$ cat src/rtl/bram_ctrl_pkg.sv
// bram_ctrl_pkg
//   Shared types for the block-RAM port controller.
//   ctrl_state_t : controller mode, either zero-filling the RAM (CLEAR)
//                  or serving client requests (RUN).
package bram_ctrl_pkg;

  typedef enum logic {
    CLEAR = 1'b0,
    RUN   = 1'b1
  } ctrl_state_t;

  // Response buffer capacity; the credit check in the top level keeps
  // requests-in-progress at or below this.
  localparam int unsigned RspSlots = 2;

endpackage

$ cat src/rtl/bram_port_ctrl_resp_fifo2.sv
// resp_fifo2
//   Two-entry synchronous FIFO holding read data on its way back to the
//   client. Data leaves in the order it was pushed.
// Ports
//   clk     in   clock
//   rst     in   synchronous active-high reset, empties the FIFO
//   push_i  in   write data_i at the end of this cycle
//   data_i  in   data to push
//   pop_i   in   drop the head entry at the end of this cycle
//   occ_o   out  number of entries held (0..2)
//   head_o  out  oldest entry; meaningless while occ_o == 0
module resp_fifo2 #(
  parameter int Width = 36
) (
  input  logic             clk,
  input  logic             rst,
  input  logic             push_i,
  input  logic [Width-1:0] data_i,
  input  logic             pop_i,
  output logic [1:0]       occ_o,
  output logic [Width-1:0] head_o
);

  logic [Width-1:0] mem_q [2];
  logic             wrPtr_q;
  logic             rdPtr_q;
  logic [1:0]       occ_q;
  logic [1:0]       occ_d;

  // Occupancy bookkeeping; a simultaneous push and pop leaves it unchanged.
  always_comb begin
    occ_d = occ_q;
    case ({push_i, pop_i})
      2'b10:   occ_d = occ_q + 2'd1;
      2'b01:   occ_d = occ_q - 2'd1;
      default: occ_d = occ_q;
    endcase
  end

  // Pointer and occupancy registers.
  always_ff @(posedge clk) begin
    if (rst) begin
      wrPtr_q <= 1'b0;
      rdPtr_q <= 1'b0;
      occ_q   <= 2'd0;
    end else begin
      if (push_i) wrPtr_q <= ~wrPtr_q;
      if (pop_i)  rdPtr_q <= ~rdPtr_q;
      occ_q <= occ_d;
    end
  end

  // Storage needs no reset: an entry is only read after it has been written.
  always_ff @(posedge clk) begin
    if (push_i) mem_q[wrPtr_q] <= data_i;
  end

  assign occ_o  = occ_q;
  assign head_o = mem_q[rdPtr_q];

endmodule

$ cat src/rtl/bram_port_ctrl.sv
// bram_port_ctrl
//   Initiator-side controller for one single-port, read-first block RAM
//   with one cycle of read latency. Client reads and writes arrive over a
//   valid/ready channel; read data returns in order through a 2-entry
//   buffer. After reset, or on clr_start, the whole RAM is zero-filled.
// Ports
//   clk, rst              clock, synchronous active-high reset
//   req_valid/req_ready   request handshake
//   req_wen               1 = write, 0 = read
//   req_addr, req_wdata   request address and write data
//   rsp_valid/rsp_ready   response handshake
//   rsp_rdata             head of the response buffer
//   clr_start             one-cycle pulse requesting a zero-fill
//   busy                  high while a zero-fill is in progress
//   bram_en/wen/addr/din  RAM command
//   bram_dout             RAM read data, one cycle after a read enable
module bram_port_ctrl
  import bram_ctrl_pkg::*;
#(
  parameter  int Depth = 512,
  parameter  int Width = 36,
  localparam int AW    = $clog2(Depth)
) (
  input  logic             clk,
  input  logic             rst,
  input  logic             req_valid,
  output logic             req_ready,
  input  logic             req_wen,
  input  logic [AW-1:0]    req_addr,
  input  logic [Width-1:0] req_wdata,
  output logic             rsp_valid,
  input  logic             rsp_ready,
  output logic [Width-1:0] rsp_rdata,
  input  logic             clr_start,
  output logic             busy,
  output logic             bram_en,
  output logic             bram_wen,
  output logic [AW-1:0]    bram_addr,
  output logic [Width-1:0] bram_din,
  input  logic [Width-1:0] bram_dout
);

  ctrl_state_t      state_q, state_d;
  logic [AW-1:0]    clrAddr_q, clrAddr_d;
  logic             inflight_q, inflight_d;
  logic [1:0]       occ;
  logic [Width-1:0] fifoHead;
  logic             accept;
  logic             pop;
  logic [2:0]       slotsUsed;

  // Next-state logic. CLEAR walks every address once; clr_start only
  // matters in RUN so a second pulse cannot restart a clear in progress.
  always_comb begin
    state_d   = state_q;
    clrAddr_d = clrAddr_q;
    case (state_q)
      CLEAR: begin
        clrAddr_d = clrAddr_q + AW'(1);
        if (clrAddr_q == AW'(Depth - 1)) begin
          state_d   = RUN;
          clrAddr_d = '0;
        end
      end
      RUN: begin
        if (clr_start) begin
          state_d   = CLEAR;
          clrAddr_d = '0;
        end
      end
      default: begin
        state_d   = CLEAR;
        clrAddr_d = '0;
      end
    endcase
  end

  always_ff @(posedge clk) begin
    if (rst) begin
      state_q    <= CLEAR;
      clrAddr_q  <= '0;
      inflight_q <= 1'b0;
    end else begin
      state_q    <= state_d;
      clrAddr_q  <= clrAddr_d;
      inflight_q <= inflight_d;
    end
  end

  // Response outputs are forced low during reset so a stale buffer is never
  // presented while the FIFO is being emptied.
  assign rsp_valid = !rst && (occ != 2'd0);
  assign pop       = rsp_valid && rsp_ready;
  assign busy      = rst || (state_q == CLEAR);

  // Credit check: buffered entries plus the read currently in the RAM pipe,
  // less the entry leaving this cycle, must leave room for one more. The
  // check ignores req_wen so writes and reads see the same ready.
  assign slotsUsed = {1'b0, occ} + {2'b00, inflight_q} - {2'b00, pop};
  assign req_ready = !rst && (state_q == RUN) && !clr_start
                     && (slotsUsed < 3'(RspSlots));
  assign accept    = req_valid && req_ready;

  // A read issued this cycle has its data on bram_dout next cycle.
  assign inflight_d = accept && !req_wen;

  // RAM command mux: clear writes take priority, otherwise the accepted
  // request passes straight through.
  always_comb begin
    bram_en   = 1'b0;
    bram_wen  = 1'b0;
    bram_addr = req_addr;
    bram_din  = req_wdata;
    if (!rst) begin
      if (state_q == CLEAR) begin
        bram_en   = 1'b1;
        bram_wen  = 1'b1;
        bram_addr = clrAddr_q;
        bram_din  = '0;
      end else if (accept) begin
        bram_en  = 1'b1;
        bram_wen = req_wen;
      end
    end
  end

  // Capture runs independently of state so a read issued just before a
  // clear still lands in the buffer.
  resp_fifo2 #(
    .Width(Width)
  ) uRespFifo (
    .clk   (clk),
    .rst   (rst),
    .push_i(inflight_q),
    .data_i(bram_dout),
    .pop_i (pop),
    .occ_o (occ),
    .head_o(fifoHead)
  );

  assign rsp_rdata = fifoHead;

endmodule

$ cat config.mk
export PLATFORM = sky130hd
export DESIGN_NAME = bram_port_ctrl
export DESIGN_NICKNAME = d
export VERILOG_FILES = /design/src/rtl/bram_ctrl_pkg.sv /design/src/rtl/bram_port_ctrl_resp_fifo2.sv /design/src/rtl/bram_port_ctrl.sv
export SDC_FILE = /design/constraint.sdc
export NUM_CORES = 1
export LEC_CHECK = 0
export CORE_MARGIN = 8
export CORE_UTILIZATION = 38
export DETAILED_ROUTE_END_ITERATION = 10
export PLACE_DENSITY = 0.88
export SETUP_SLACK_MARGIN = 0.05
export SLEW_MARGIN = 20
export SYNTH_ARGS = -nofsm -noshare
export SYNTH_HDL_FRONTEND = slang
export SYNTH_HIERARCHICAL = 1
export SYNTH_SLANG_ARGS = --single-unit
$ cat constraint.sdc
create_clock -name clk -period 2.35 [get_ports clk]
set_input_delay 0.47 -clock clk [delete_from_list [all_inputs] [get_ports clk]]
set_output_delay 0.47 -clock clk [all_outputs]
set_load 0.1 [all_outputs]
=== Yosys cells after proc, flatten, opt, wreduce, memory -nomap -nowiden ===
Memories as Yosys holds them, arrays and structs flattened. A register that Yosys moved wholly into a read port is not among the register bits.
Index checks and enable logic that the tools add are counted.

* Reductions and logical operators: 13
* Eq/ne operators: 4
* Mux-type cells: 21
* Magnitude comparators: 1
* Bitwise operators: 3
* $add $sub $neg: 5

{| class="wikitable"
|+ Operators by type and width
! cell !! count
|-
| $mux 36 || 2
|-
| $mux 9 || 4
|-
| $pmux 9 s2 || 1
|-
| $mux 1 || 12
|-
| $add 9x1->9 const B || 1
|-
| $eq 9x9->1 const B || 1
|-
| $logic_and 1x1->1 || 7
|-
| $pmux 2 s2 || 1
|-
| $reduce_bool 2->1 || 2
|-
| $add 2x1->3 || 1
|-
| $logic_not 1->1 || 3
|-
| $lt 3x2->1 const B || 1
|-
| $not 1->1 || 3
|-
| $sub 3x1->3 || 1
|-
| $add 2x1->2 const B || 1
|-
| $eq 2x1->1 const B || 1
|-
| $eq 2x2->1 const B || 1
|-
| $ne 2x2->1 const B || 1
|-
| $pmux 1 s2 || 1
|-
| $sub 2x1->2 const B || 1
|-
| $logic_or 1x1->1 || 1
|}

* Bits in registers: 15
* Memories kept: 1
* Output and inout bits: 86
* Input port bits: 87
* Bits in writable memories: 72

{| class="wikitable"
|+ Memory list
! memory !! words !! bits a word !! read ports !! clocked after Yosys merged registers in !! write ports !! line !! source
|-
| uRespFifo.mem_q || 2 || 36 || 1 || 1 || 1 || bram_port_ctrl_resp_fifo2.sv:24 || <nowiki>logic [Width-1:0] mem_q [2];</nowiki>
|}

=== Depth between registers and ports, before layout ===
* Depth after elaboration: 10
* Gate-level depth with buffers: 9
* Mapped depth without buffers: 9

=== Cells and area by module ===
The synthesis kept the hierarchy.

{| class="wikitable"
|+ By module, submodules not included
! module !! times used !! cells each !! area each (µm²)
|-
| resp_fifo2 || 1 || 132 || 2787.7
|-
| bram_port_ctrl || 1 || 124 || 1014.7
|}

=== Least setup slack after synthesis ===
No wires, ideal clock.

* Path kind: input to output
* From: in rst
* To: out bram_wen
* Setup slack: -2.897 ns
* Required time: 1.880 ns
* Stages: 9
* Arrival: 4.777 ns
* Cell sequence: buf_6 nor2_1 and2_1 ha_1 nand2b_1 fa_1 xnor2_1 nand4_1 a21oi_1

* Word-level cells in the longest chain between the ends: 10
* Elaborated cells between the ends (all ways): 12
* Those cells by class: add/sub: 1; order compare: 1; mux: 3; reduce/logical: 7

{| class="wikitable"
|+ RTL lines
! element !! line !! source
|-
| from (decl) || bram_port_ctrl.sv:25 || <nowiki>input logic rst,</nowiki>
|-
| $logic_not 1->1 || -- ||
|-
| $logic_and 1x1->1 || bram_port_ctrl.sv:92 || <nowiki>assign rsp_valid = !rst && (occ != 2'd0);</nowiki>
|-
| via rsp_valid || bram_port_ctrl.sv:31 || <nowiki>output logic rsp_valid,</nowiki>
|-
| $logic_and 1x1->1 || bram_port_ctrl.sv:93 || <nowiki>assign pop = rsp_valid && rsp_ready;</nowiki>
|-
| via pop || bram_port_ctrl.sv:49 || <nowiki>logic pop;</nowiki>
|-
| $sub 3x1->3 || bram_port_ctrl.sv:99 || <nowiki>assign slotsUsed = {1'b0, occ} + {2'b00, inflight_q} - {2'b00, pop};</nowiki>
|-
| $lt 3x2->1 || bram_port_ctrl.sv:101 || <nowiki>&& (slotsUsed < 3'(RspSlots));</nowiki>
|-
| $logic_and 1x1->1 || bram_port_ctrl.sv:101 ||
|-
| $logic_and 1x1->1 || bram_port_ctrl.sv:102 || <nowiki>assign accept = req_valid && req_ready;</nowiki>
|-
| $mux 1 || bram_port_ctrl.sv:120 || <nowiki>end else if (accept) begin</nowiki>
|-
| $mux 1 || bram_port_ctrl.sv:115 || <nowiki>if (state_q == CLEAR) begin</nowiki>
|-
| $mux 1 || bram_port_ctrl.sv:114 || <nowiki>if (!rst) begin</nowiki>
|-
| to (decl) || bram_port_ctrl.sv:37 || <nowiki>output logic bram_wen,</nowiki>
|}

The timed path passes the listed nets, and every way through them passes these cells.

=== Worst setup path after layout ===
* From: in rst
* To: out bram_wen

* Word-level cells in the longest chain between the ends: 10
* Elaborated cells between the ends (all ways): 12
* Those cells by class: add/sub: 1; order compare: 1; mux: 3; reduce/logical: 7

{| class="wikitable"
|+ RTL lines
! element !! line
|-
| $logic_not 1->1 || --
|-
| $logic_and 1x1->1 || bram_port_ctrl.sv:92
|-
| $logic_and 1x1->1 || bram_port_ctrl.sv:93
|-
| via pop || bram_port_ctrl.sv:49
|-
| $sub 3x1->3 || bram_port_ctrl.sv:99
|-
| $lt 3x2->1 || bram_port_ctrl.sv:101
|-
| $logic_and 1x1->1 || bram_port_ctrl.sv:101
|-
| $logic_and 1x1->1 || bram_port_ctrl.sv:102
|-
| $mux 1 || bram_port_ctrl.sv:120
|-
| $mux 1 || bram_port_ctrl.sv:115
|-
| $mux 1 || bram_port_ctrl.sv:114
|}

The timed path passes the listed nets, and every way through them passes these cells.

==> flow_metrics.py <==
metrics = {
    "status": {
        "status": "finished with violations",
        "violations": "negative setup slack",
    },
    "detailed_routing": {
        "vias": 2866,
        "drt_iter0_drc": 122,
        "ant_nets": 0,
        "drt_first_pass_iters": 4,
        "wl_mm": 10.90,
        "drt-wirelength-per-cell_um": 18.60,
        "viasPerCell": 4.891,
        "drc": 0,
    },
    "worst_hold_path": {
        "hold_path_class": "flop to flop",
        "hold_depth": 1,
    },
    "worst_setup_path": {
        "crit_path_end_kind": "output port",
        "cpPeakStageDelay_ns": 0.35,
        "required_ns": 1.88,
        "critical_path_class": "input pin to output port",
        "crit_chain": "dlygate4sd2_1 -> nor2_4 -> and2_4 -> ha_4 -> nand2b_4 -> fa_2 -> xnor2_2 -> nand4_1 -> buf_6 -> a21oi_4 -> buf_12",
        "crit_arrival_ns": 2.48,
        "slowest_stage": "fa_2",
        "rr_worst_depth": 7,
        "crit_path_start_kind": "input pin",
        "worstPathMaxFanout": 3,
    },
    "placed_design": {
        "globalplace.congestion": 0.7724,
        "portBuffers": 172,
        "dp_worst_setup_slack_ns": -0.8719,
        "dp_hpwl_mm": 8.507,
    },
    "timing": {
        "clock-skew-final_ns": 0.007802,
        "setup_viol": 3,
        "drv_slew": 0,
        "fin_crit_sh": 1.254,
        "finalWorstSetupSlack_ns": -0.5958,
        "slew_headroom": 0.6647,
        "fin_crit_ns": 2.946,
        "max_freq_mhz": 339.5,
        "hold_viol": 0,
        "rsz0062_at_grt": "true",
        "tightest_slew_ns": 0.5030,
    },
    "grt": {
        "grt-ovfl-total": 0,
        "grt_pass1_wl_mm": 16.35,
        "antenna_found_initial": 0,
        "grt_use_total": 0.1593,
        "grt_max_degree": 37,
        "grt_pass1_vias": 3200,
    },
    "logic_synthesis": {
        "synth_edf_count": 72,
        "synthFlopType": "edfxtp_1",
        "synthArstFlopShare": 0,
        "avgSynthCellArea_um2": 14.85,
        "synth.distinct_cells": 38,
        "synth_area_leaders": "edfxtp_1 57%, mux2_2 12%, dfxtp_1 8.4%, and2_1 3.9%, and2_2 2.8%",
        "syn_inst": 256,
        "ys_warn_count": 6,
        "syn_nets": 348,
        "yosysSeqAreaShare": 0.6528,
        "syn_area_um2": 3802,
        "synth_top_area_cell": "edfxtp_1",
        "synth_top_area_share": 0.5686,
        "synth-seq-cells": 88,
    },
    "die": {
        "start_util": 0.3908,
        "dieArea_um2": 13460,
        "io_pins": 173,
        "core_area_um2": 9729,
        "fp-row-count": 36,
        "die_y_um": 116.0,
        "die_w_um": 116.0,
    },
    "clock_network": {
        "clk_pin_slew_ns": 0.09,
        "numCtsBuffers": 9,
        "clk_latency_ns": 0.35,
        "clock-sinks": 88,
        "clock_path_buffers": 2,
        "ctsHoldBuffers": 0,
        "cts_tree": "built",
        "htreeDepth": 3,
        "cts-root-buf": "clkbuf_8",
    },
    "power": {
        "p_per_area_nw_per_um2": 498.5,
        "p_leak_uw": 0.002579,
        "vdd.ir_drop.worst_mv": 0.2897,
    },
    "run": {
        "cap_violations": 0,
    },
    "final_layout": {
        "antenna_cells": 0,
        "area_delta_synth_final_pct": 81.64,
        "mostFrequentLayoutCell": "buf_12",
        "finalNetCount": 540,
        "mostFrequentLayoutCells": "87 x buf_12, 84 x clkdlybuf4s50_1, 72 x edfxtp_1",
        "drive_above_1_share": 0.4371,
        "fin_util": 0.7099,
    },
}
## state kept, by name, indices dropped and copies added (netlist names), named ones only
signal	flops
uRespFifo/wrPtr_q	1
uRespFifo/rdPtr_q	1
uRespFifo/mem_q	72
state_q	1
uRespFifo/occ_o	2
clrAddr_q	9
inflight_q	1
## stage by stage
| stage | setup TNS [ns] | hold slack (ns) | std cells | area (µm²) | total power (µW) |
|---|---|---|---|---|---|
| 2_1_floorplan | -3.029 | 0.4274 | 256 | 3884 | 2161 |
| 6_report | -1.553 | 0.5099 | 586 | 6907 | 3443 |
| 3_3_place_gp | -9.898 | 0.4467 | 564 | 6673 | 2533 |
| 5_1_grt | -1.890 | 0.5251 | 586 | 6907 | 3556 |
| 3_5_place_dp | -11.92 | 0.4840 | 564 | 6673 | 2549 |
| 4_1_cts | -1.697 | 0.5033 | 585 | 6894 | 3482 |
## critical path: cells and delay by family
family	cells	cell delay, ns
buf+inv	3	0.61
fa+ha+maj	2	0.54
simple gates	4	0.52
xor+xnor	1	0.19
compound gates	1	0.14
## timing repair
| item | CTS | global route |
|---|---|---|
| endpoints found under the setup margin | 48 | 31 |
| hold endpoints to repair | 0 | 0 |
| cloned | 1 | 0 |
| setup buffers | 6 | 2 |
| pin swaps | 8 | 8 |
| gates resized for setup | 8 | 1 |
## Yosys cell counts, types with 5 or more instances
cell,count
and2_2,14
dfxtp_1,16
and2_1,24
a21oi_1,5
edfxtp_1,72
nand2_1,8
nor2_1,11
o21ai_0,5
mux2_2,42
## metal layers
layer | vias to the layer above | track usage | wire, µm
met5 | - | 0 | 0
met4 | 0 | 0.04667 | 171
met3 | 18 | 0.07191 | 956
met2 | 135 | 0.2913 | 5814
met1 | 1391 | 0.1580 | 3960
li1 | 1322 | - | -
## cell type report
cell class              instances  area [µm²]
repair buffers                192        2746
flip-flops and latches         88        2486
well taps                     133       166.4
clock buffers                  10       127.6
fillers                       639        2823
inverters                       4       15.01
multi-input cells             153        1321
clock inverters                 6       43.79
## power by group
part | switching (µW) | internal [µW]
Combinational | 462 | 350
Sequential | 12.4 | 1690
Clock | 540 | 390
Total | 1010 | 2430
## kinds of logic after synthesis
logic type                 count (synthesis)  share of synthesized area
AOI/OAI and AO/OA                         21                    0.03554
muxes                                     44                     0.1323
xor gates and xnor gates                   5                    0.01152
buffers and inverters                     16                    0.02599
adders and majority gates                  5                    0.01843
and+or+nand+nor                           77                     0.1234
DFF                                       88                     0.6528
## final timing paths
check | to | startpoint | slack (ns)
worst max-delay path | bram_wen | rst | -0.60
worst min register to register | clrAddr_q[6] | clrAddr_q[6] | 0.51
worst max register to register | clrAddr_q[4] | clrAddr_q[0] | 0.43
worst min-delay path | clrAddr_q[6] | clrAddr_q[6] | 0.51
Note: power is estimated with default switching activity, not from simulation.
